==> config.mk <==
export PLATFORM = sky130hd
export DESIGN_NAME = unified_mem_ctrl
export DESIGN_NICKNAME = d
export VERILOG_FILES = /design/src/rtl/unified_mem_ctrl.sv
export SDC_FILE = /design/constraint.sdc
export NUM_CORES = 2
export LEC_CHECK = 0
export ABC_CLOCK_PERIOD_IN_PS = 3620
export CORE_AREA = 4 4 434 436
export CTS_CLUSTER_SIZE = 10
export DETAILED_ROUTE_END_ITERATION = 8
export DIE_AREA = 0 0 438 440
export PLACE_DENSITY_LB_ADDON = 0.05
export SETUP_SLACK_MARGIN = 0.4
export SYNTH_ARGS = -nofsm -noshare
export SYNTH_HDL_FRONTEND = slang
export SYNTH_SLANG_ARGS = --single-unit
==> constraint.sdc <==
create_clock -name clk -period 3.62 [get_ports clk]
set_clock_uncertainty 0.1 [all_clocks]
set_input_delay 0.905 -clock clk [delete_from_list [all_inputs] [get_ports clk]]
set_output_delay 0.905 -clock clk [all_outputs]
set_load 0.005 [all_outputs]
==> src/rtl/unified_mem_ctrl.sv <==
// unified_mem_ctrl
//   Single-port unified memory controller. It shares one byte-wide synchronous
//   RAM between the CPU's instruction-fetch port and its data port. Data has
//   priority, and an "owed" flag alternates the grant when both ports contend,
//   so neither port can starve.
//
//   A fetch reads two consecutive bytes, {mem[a+1], mem[a]}, in two
//   uninterruptible beats. Every beat lasts 1+WAIT cycles.
//
// Ports
//   clk      rising-edge clock
//   reset    asynchronous, active-low; clears all control state and read regs
//   i_req    fetch request (level, held until i_ready)
//   i_addr   fetch byte address
//   i_rdata  fetched halfword {mem[a+1], mem[a]}
//   i_ready  one-cycle fetch-complete pulse
//   d_req    data request (level, held until d_ready)
//   d_we     1 = write, 0 = read
//   d_addr   data address
//   d_wdata  write data
//   d_rdata  read data
//   d_ready  one-cycle data-complete pulse
//   busy     high whenever the controller is not idle
module unified_mem_ctrl #(
    parameter int DATA_W    = 8,
    parameter int ADDR_W    = 8,
    parameter int DEPTH     = 2**ADDR_W,
    parameter int WAIT      = 0,
    parameter     INIT_FILE = ""
) (
    input  logic                clk,
    input  logic                reset,
    input  logic                i_req,
    input  logic [ADDR_W-1:0]   i_addr,
    output logic [2*DATA_W-1:0] i_rdata,
    output logic                i_ready,
    input  logic                d_req,
    input  logic                d_we,
    input  logic [ADDR_W-1:0]   d_addr,
    input  logic [DATA_W-1:0]   d_wdata,
    output logic [DATA_W-1:0]   d_rdata,
    output logic                d_ready,
    output logic                busy
);

    localparam logic [1:0] IDLE  = 2'd0;
    localparam logic [1:0] D_ACC = 2'd1;
    localparam logic [1:0] I_LO  = 2'd2;
    localparam logic [1:0] I_HI  = 2'd3;

    localparam int              IDX_W   = (DEPTH > 1) ? $clog2(DEPTH) : 1;
    localparam logic [ADDR_W:0] DEPTH_L = (ADDR_W+1)'(DEPTH);

    logic [1:0]        state;
    logic [3:0]        beatCnt;
    logic              owed;
    logic [DATA_W-1:0] mem [DEPTH];

    logic              iElig;
    logic              dElig;
    logic              grantD;
    logic              grantI;
    logic              lastBeat;
    logic              inRange;
    logic              memWe;
    logic [ADDR_W-1:0] rdAddr;
    logic [DATA_W-1:0] rdVal;

    // A request seen in the same cycle as its own ready pulse is ignored.
    // This keeps a held-high req from being re-granted for the access that
    // just finished.
    assign iElig  = i_req && !i_ready;
    assign dElig  = d_req && !d_ready;
    assign grantD = (state == IDLE) && dElig && (!iElig || !owed);
    assign grantI = (state == IDLE) && iElig && !grantD;

    assign lastBeat = (beatCnt == 4'(WAIT));
    assign busy     = (state != IDLE);

    // One shared read address, selected by the beat that is currently active.
    always_comb begin
        rdAddr = i_addr;
        case (state)
            D_ACC:   rdAddr = d_addr;
            I_HI:    rdAddr = i_addr + ADDR_W'(1);
            default: rdAddr = i_addr;
        endcase
    end

    assign inRange = ({1'b0, rdAddr} < DEPTH_L);
    assign rdVal   = inRange ? mem[rdAddr[IDX_W-1:0]] : '0;
    assign memWe   = (state == D_ACC) && lastBeat && d_we && inRange;

    always_ff @(posedge clk) begin
        if (memWe) begin
            mem[rdAddr[IDX_W-1:0]] <= d_wdata;
        end
    end

    always_ff @(posedge clk or negedge reset) begin
        if (!reset) begin
            state   <= IDLE;
            beatCnt <= '0;
            owed    <= 1'b0;
            i_ready <= 1'b0;
            d_ready <= 1'b0;
            i_rdata <= '0;
            d_rdata <= '0;
        end else begin
            i_ready <= 1'b0;
            d_ready <= 1'b0;
            case (state)
                IDLE: begin
                    beatCnt <= '0;
                    if (grantD) begin
                        state <= D_ACC;
                        // Fetch was passed over, so it wins the next tie.
                        owed  <= iElig;
                    end else if (grantI) begin
                        state <= I_LO;
                        owed  <= 1'b0;
                    end
                end
                D_ACC: begin
                    if (lastBeat) begin
                        beatCnt <= '0;
                        state   <= IDLE;
                        d_ready <= 1'b1;
                        if (!d_we) begin
                            d_rdata <= rdVal;
                        end
                    end else begin
                        beatCnt <= beatCnt + 4'd1;
                    end
                end
                I_LO: begin
                    if (lastBeat) begin
                        beatCnt               <= '0;
                        state                 <= I_HI;
                        i_rdata[DATA_W-1:0]   <= rdVal;
                    end else begin
                        beatCnt <= beatCnt + 4'd1;
                    end
                end
                I_HI: begin
                    if (lastBeat) begin
                        beatCnt                      <= '0;
                        state                        <= IDLE;
                        i_ready                      <= 1'b1;
                        i_rdata[2*DATA_W-1:DATA_W]   <= rdVal;
                    end else begin
                        beatCnt <= beatCnt + 4'd1;
                    end
                end
            endcase
        end
    end

endmodule
---- After elaboration in Yosys (flattened, before gate mapping) ----
Memory sizes are Yosys's and may differ from the RTL's.
Index checks and enable logic that the tools add are counted.
word-level totals
  bits in registers ....................... 33
  RAM bits ................................ 2,048
  input port bits ......................... 29
  output and inout port bits .............. 27
  logic and storage cells ................. 58
  memories ................................ 1
memories
  name  words  width  read ports  clocked after memory_dff  write ports  line  source
  mem   256    8      1           0                         1            57    logic [DATA_W-1:0] mem [DEPTH];
cells by class
  add/sub/neg operators ................... 2
  eq/ne operators ......................... 6
  muxes and demuxes ....................... 15
  bitwise gates (word level) .............. 1
  reduce and logical (&&, ||, !) cells .... 25
operators with widths
  cell                   count
  $pmux W8 S2            1
  $add A8 B1 Y8 const B  1
  $logic_and A1 B1 Y1    8
  $mux W2                4
  $pmux W4 S2            1
  $mux W1                7
  $pmux W2 S3            1
  $reduce_and A2 Y1      3
  $reduce_and A3 Y1      2
  $logic_not A1 Y1       5
  $add A4 B1 Y4 const B  1
  $eq A2 B2 Y1 const B   2
  $logic_not A4 Y1       1
  $mux W4                1
  $reduce_bool A2 Y1     2
  $ne A3 B3 Y1 const B   1
  $reduce_or A3 Y1       1
  $eq A2 B1 Y1 const B   1
  $logic_not A2 Y1       1
  $ne A2 B1 Y1 const B   1
  $ne A2 B2 Y1 const B   1
  $reduce_or A2 Y1       1
  $logic_or A1 B1 Y1     1
  $not A1 Y1             1

---- Logic depth before layout (Yosys ltp) ----
  word-level depth ........................ 10
  depth in mapped cells ................... 16
  gate-level depth less buffers ........... 10

---- Worst setup path after synthesis ----
No wires, ideal clock.
  kind .................................... input port to flip-flop
  from .................................... input i_addr[0]
  to ...................................... memory mem[101][0], enable pin
  library setup time ...................... 0.370 ns
  data arrival time ....................... 3.326 ns
  data required time ...................... 3.150 ns
  setup slack ............................. -0.176 ns
  stages .................................. 12
  buffers on the path ..................... 7
  cells stage by stage .................... nand2b_1 > a31o_1 > buf_6 > buf_8 > buf_4 > buf_2 > buf_2 > buf_2 > nor3_1 > nand2_1 > buf_2 > nor2_1
on the way
  longest elaborated chain between the ends .. 2
RTL lines
  what                line  source
  start: declaration  34    input logic [ADDR_W-1:0] i_addr,
  $add A8 B1 Y8       85    I_HI: rdAddr = i_addr + ADDR_W'(1);
  $pmux W8 S2 (*)     83    case (state)
  end: declaration    57
Mark *: on every way between the ends. The rest lies on a longest branch, timed or not.

---- Final worst setup path ----
  from .................................... input d_addr[0]
  to ...................................... register i_rdata[2]
on the way
  longest elaborated chain between the ends .. 2
RTL lines
  what                            line  source
  start: declaration              39    input logic [ADDR_W-1:0] d_addr,
  $pmux W8 S2                     83
  $mem_v2 Z256 W8                 --
  end signal: indexed assignment  140   i_rdata[DATA_W-1:0] <= rdVal;
  end signal: indexed assignment  150   i_rdata[2*DATA_W-1:DATA_W] <= rdVal;
  end: declaration                35    output logic [2*DATA_W-1:0] i_rdata,
No other way between the ends.
A chain may end at the register's enable or synchronous reset.

==> summary.txt <==
Status
  • Status: finished, violations left
  • Violations in the final reports: setup timing

Worst setup path
  • Setup slack on the worst flop-to-flop path: -40 ps
  • Arrival time of data at the critical path endpoint: 4340 ps
  • FF-to-FF Start: state[1]
  • Critical-path top delay cell: sky130_fd_sc_hd__o41ai_4
  • Most used cell along the critical path: sky130_fd_sc_hd__buf_4
  • Crit Reg-Reg Endpoint: i_rdata[7]
  • Depth of the worst register-to-register path: 16
  • Worst Path Class, Setup: input port to register
  • Worst setup EP type: register
  • Crit start category: input port
  • Delay of the slowest critical-path stage: 530 ps
  • Crit path required time: between 4000 and 5000 ps
  • Cells along the critical path: clkdlybuf4s50_1, nand2b_4, a31o_4, buf_4, buf_6, buf_12, buf_4, buf_4, a32oi_2, a32oi_4, and3_4, o41ai_4, buf_4, nand4_1, buf_6, o21ai_2
  • Maximum fanout encountered on the critical timing path: 14

Route
  • Number of nets with antenna violations after detailed routing: 0
  • DR vias: approximately 53000
  • Starting DRT DRC Count: approximately 5200
  • Highest routing layer actually used: met4
  • Via count normalized by instance count: around 5.8
  • Wire length on met3: about 16 mm
  • Met1 layer wirelength in the final routing: ~110 mm
  • Routed wire length: between 200 and 300 mm
  • Wire length on met2: between 100 and 150 mm
  • Per-cell routed wire length: between 20 and 30 um
  • Number of search-and-repair iterations in the first detailed-routing pass: 6
  • DRC violation count after routing: 0

Clock network
  • Inserted Clock Buffers: 231
  • Number of hold-repair buffers added at the cts stage: 0
  • Buffer levels on the longest clock path: 3
  • TritonCTS clock tree: done
  • Sink count of the clock tree: around 2100
  • Clock-pin slew reported for the worst setup and hold paths after clock tree synthesis: approximately 60 ps
  • H-tree depth: 4
  • CTS root buf: sky130_fd_sc_hd__clkbuf_16
  • Insertion delay to the later sink of the worst-skew pair: 860 ps

Synthesis
  • Leading post-synthesis cells by instance count: sky130_fd_sc_hd__edfxtp_1, sky130_fd_sc_hd__nand2_1, sky130_fd_sc_hd__a21oi_1
  • Syn_nets: between 5000 and 6000
  • Portion of the post-synthesis area used by sequential elements: 75.5%
  • Post-synth ARST share: between 1.5 and 2%
  • Cell type with the highest aggregate area in the netlist: sky130_fd_sc_hd__edfxtp_1
  • Cell types with the largest area share after synthesis: sky130_fd_sc_hd__edfxtp_1, sky130_fd_sc_hd__nand2_1, sky130_fd_sc_hd__mux4_2
  • Register bit total from synthesis: roughly 2100
  • Syn avg cell area: around 15 sq um
  • Netlist area before placement: a little over 80000 sq um
  • Number of library cell types mapped by synthesis: slightly below 60
  • Primary FF master, synth: sky130_fd_sc_hd__edfxtp_1
  • Area share of the largest cell type after synthesis: between 70 and 80%
  • Most common cell in the synthesized netlist: sky130_fd_sc_hd__edfxtp_1
  • Number of warning messages in the yosys log: 0
  • Number of synthesized flops with an enable pin: roughly 2000
  • Cell count after synthesis: approximately 5600

Pwr
  • Design Power: just over 80000 uW
  • Net switching share of the total power: between 30% and 40%
  • Total power divided by cell area: between 700 and 800 nW/um^2
  • Max rail drop VDD: 0.000450 V
  • Net load switching power: roughly 30000 uW
  • Cell internal power dissipation: 53600 uW
  • Fraction of power consumed by the clock network: 24.7%
  • Share of total power in combinational logic: 42.9%
  • Sequential Power Share: between 30% and 40%
  • Leak: 0.0362 uW

Place
  • PortBufs: 55
  • DP Worst Slack: -2060 ps
  • Final weighted congestion of routability-driven global placement: just under 0.9
  • Final HPWL from detailed placement: roughly 160 mm
  • Placed standard-cell area: between 90000 and 100000 sq um

Finish
  • Antenna cells: 0
  • Fill cells: about 15000
  • Area growth syn-to-layout: 28.2%
  • Final instance area: about 110000 sq um
  • Nets: 6628
  • Area of the multi-input gates: 20800 sq um
  • Storage element area: a little over 60000 sq um
  • Share of cells above drive strength 1: about 28%

Timing
  • Setup violations, final: 9
  • Transition at the pin with the smallest max-transition slack: 1100 ps
  • Fin worst setup slack: -49.7 ps
  • Minimum clock period: between 3000 and 4000 ps
  • Hold Vio Cnt, Final: 0
  • F_max: between 200 and 300 MHz
  • Setup repair after global routing missed its margin: yes
  • Share of the clock period used by the worst path after layout: 101%
  • Worst slew margin relative to its limit: roughly a quarter
  • Max-slew violation count: 0
  • Summed negative setup slack over all endpoints: -281 ps

Die
  • Overall die area: between 150000 and 200000 sq um
  • Initial Utilization: between 40% and 50%
  • Rows: roughly 160
  • Die height: 440 um
  • I/O pin total: 56
  • Area of the placeable core: 185000 sq um
  • Width of the chip: about 440 um

Worst hold path
  • HP Start: d_wdata[7]
  • Min-Delay Endpoint: mem[10][7]
  • Number of cells on the worst hold path: 1
  • HP Class: input port to register

Global route
  • Vias in the first global route: just over 50000
  • Grt ovf: 0
  • First-pass GRT wire length: around 380 mm
  • Total global-route track usage: around 27%
  • Largest net degree at the start of global routing: 115
  • Initial antenna violation count: 0

Run
  • Number of max-cap violations: 0
area by class of cell:
class	instances	share of cell area [%]
clock inverters	17	0.135
clock buffers	299	5.80
repair buffers	1122	12.4
multi-input cells	3138	19.7
inverters	22	0.0805
flip-flops and latches	2081	58.9
well taps	2480	2.93
registers in the layout, summed over array words and instances, names as in the netlist:
signal   cells
d_ready      1
beatCnt      4
mem       2048
i_rdata     16
owed         1
d_rdata      8
i_ready      1
state        2
cells in the final DEF (no fill, tap or decap), types with 111 or more instances in the layout:
master / synthesis / layout
sky130_fd_sc_hd__clkbuf_16: 0 / 246
sky130_fd_sc_hd__buf_12: 6 / 208
sky130_fd_sc_hd__nand3_1: 277 / 261
sky130_fd_sc_hd__a21oi_1: 435 / 389
sky130_fd_sc_hd__buf_4: 36 / 656
sky130_fd_sc_hd__edfxtp_1: 2048 / 2048
sky130_fd_sc_hd__nand2_1: 1236 / 1207
sky130_fd_sc_hd__a22oi_1: 221 / 181
sky130_fd_sc_hd__nor2_4: 0 / 111
sky130_fd_sc_hd__nor2_1: 276 / 140
sky130_fd_sc_hd__a32oi_1: 160 / 135
critical path: cells and delay by family:
family                 cells  cell delay, ps
buffers and inverters      8            1710
AOI/OAI and AO/OA          5            1310
and+or+nand+nor            3             380
metrics by stage:
step | hold slack, ps | utilization (%) | std cells
floorplan | 365 | - | 5643
global placement | 376 | 50.8 | 8677
detailed placement | 374 | 50.8 | 8677
CTS | 301 | 56.2 | 9112
global route | 324 | 57.3 | 9159
finish | 359 | 57.3 | 9159
power groups by stage:
stage          clock [uW]  sequential [uW]  combinational (uW)
6_report            20500            26900               35600
4_1_cts             20900            26900               33600
3_5_place_dp            0            27400               28400
5_1_grt             22000            26900               37300
3_3_place_gp            0            27400               28300
2_1_floorplan           0            27300               14200
routing by layer:
metal	GRT usage, %	up-vias
li1	-	23500
met5	0	-
met4	8.63	0
met1	38.0	27200
met2	44.1	1838
met3	3.36	413
how the worst max path moves through the flow:
stage                         start          end  slack, ps  cells after the start
after global placement    i_addr[0]   i_rdata[2]      -2050                     17
after detailed placement  i_addr[0]   d_rdata[2]      -2060                     17
final                     d_addr[0]   i_rdata[2]        -50                     16
after floorplan           i_addr[0]  mem[191][0]         90                     10
after global routing       state[1]   i_rdata[2]       -140                     16
after CTS                  state[1]   i_rdata[7]        -40                     16
cells by family (layout without fill, tap and decap cells):
logic type,count (synthesis),count (layout),synth area share [%]
AND/OR/NAND/NOR,1913,1913,9.50
AO/OA/AOI/OAI,1066,1066,8.67
multiplexers,154,154,3.59
buffers and inverters,424,1460,2.64
flip-flops,2081,2081,75.5
adder cells (fa/ha/maj),3,3,0.0455
XOR/XNOR,2,2,0.0212
what timing repair did:
action	CTS	global route
setup buffers	84	36
cloned	35	11
endpoints found under the setup margin	1666	1075
hold endpoints to repair	0	0
pin swaps	69	96
resized for setup	389	322
(Power assumes the default switching activity.)
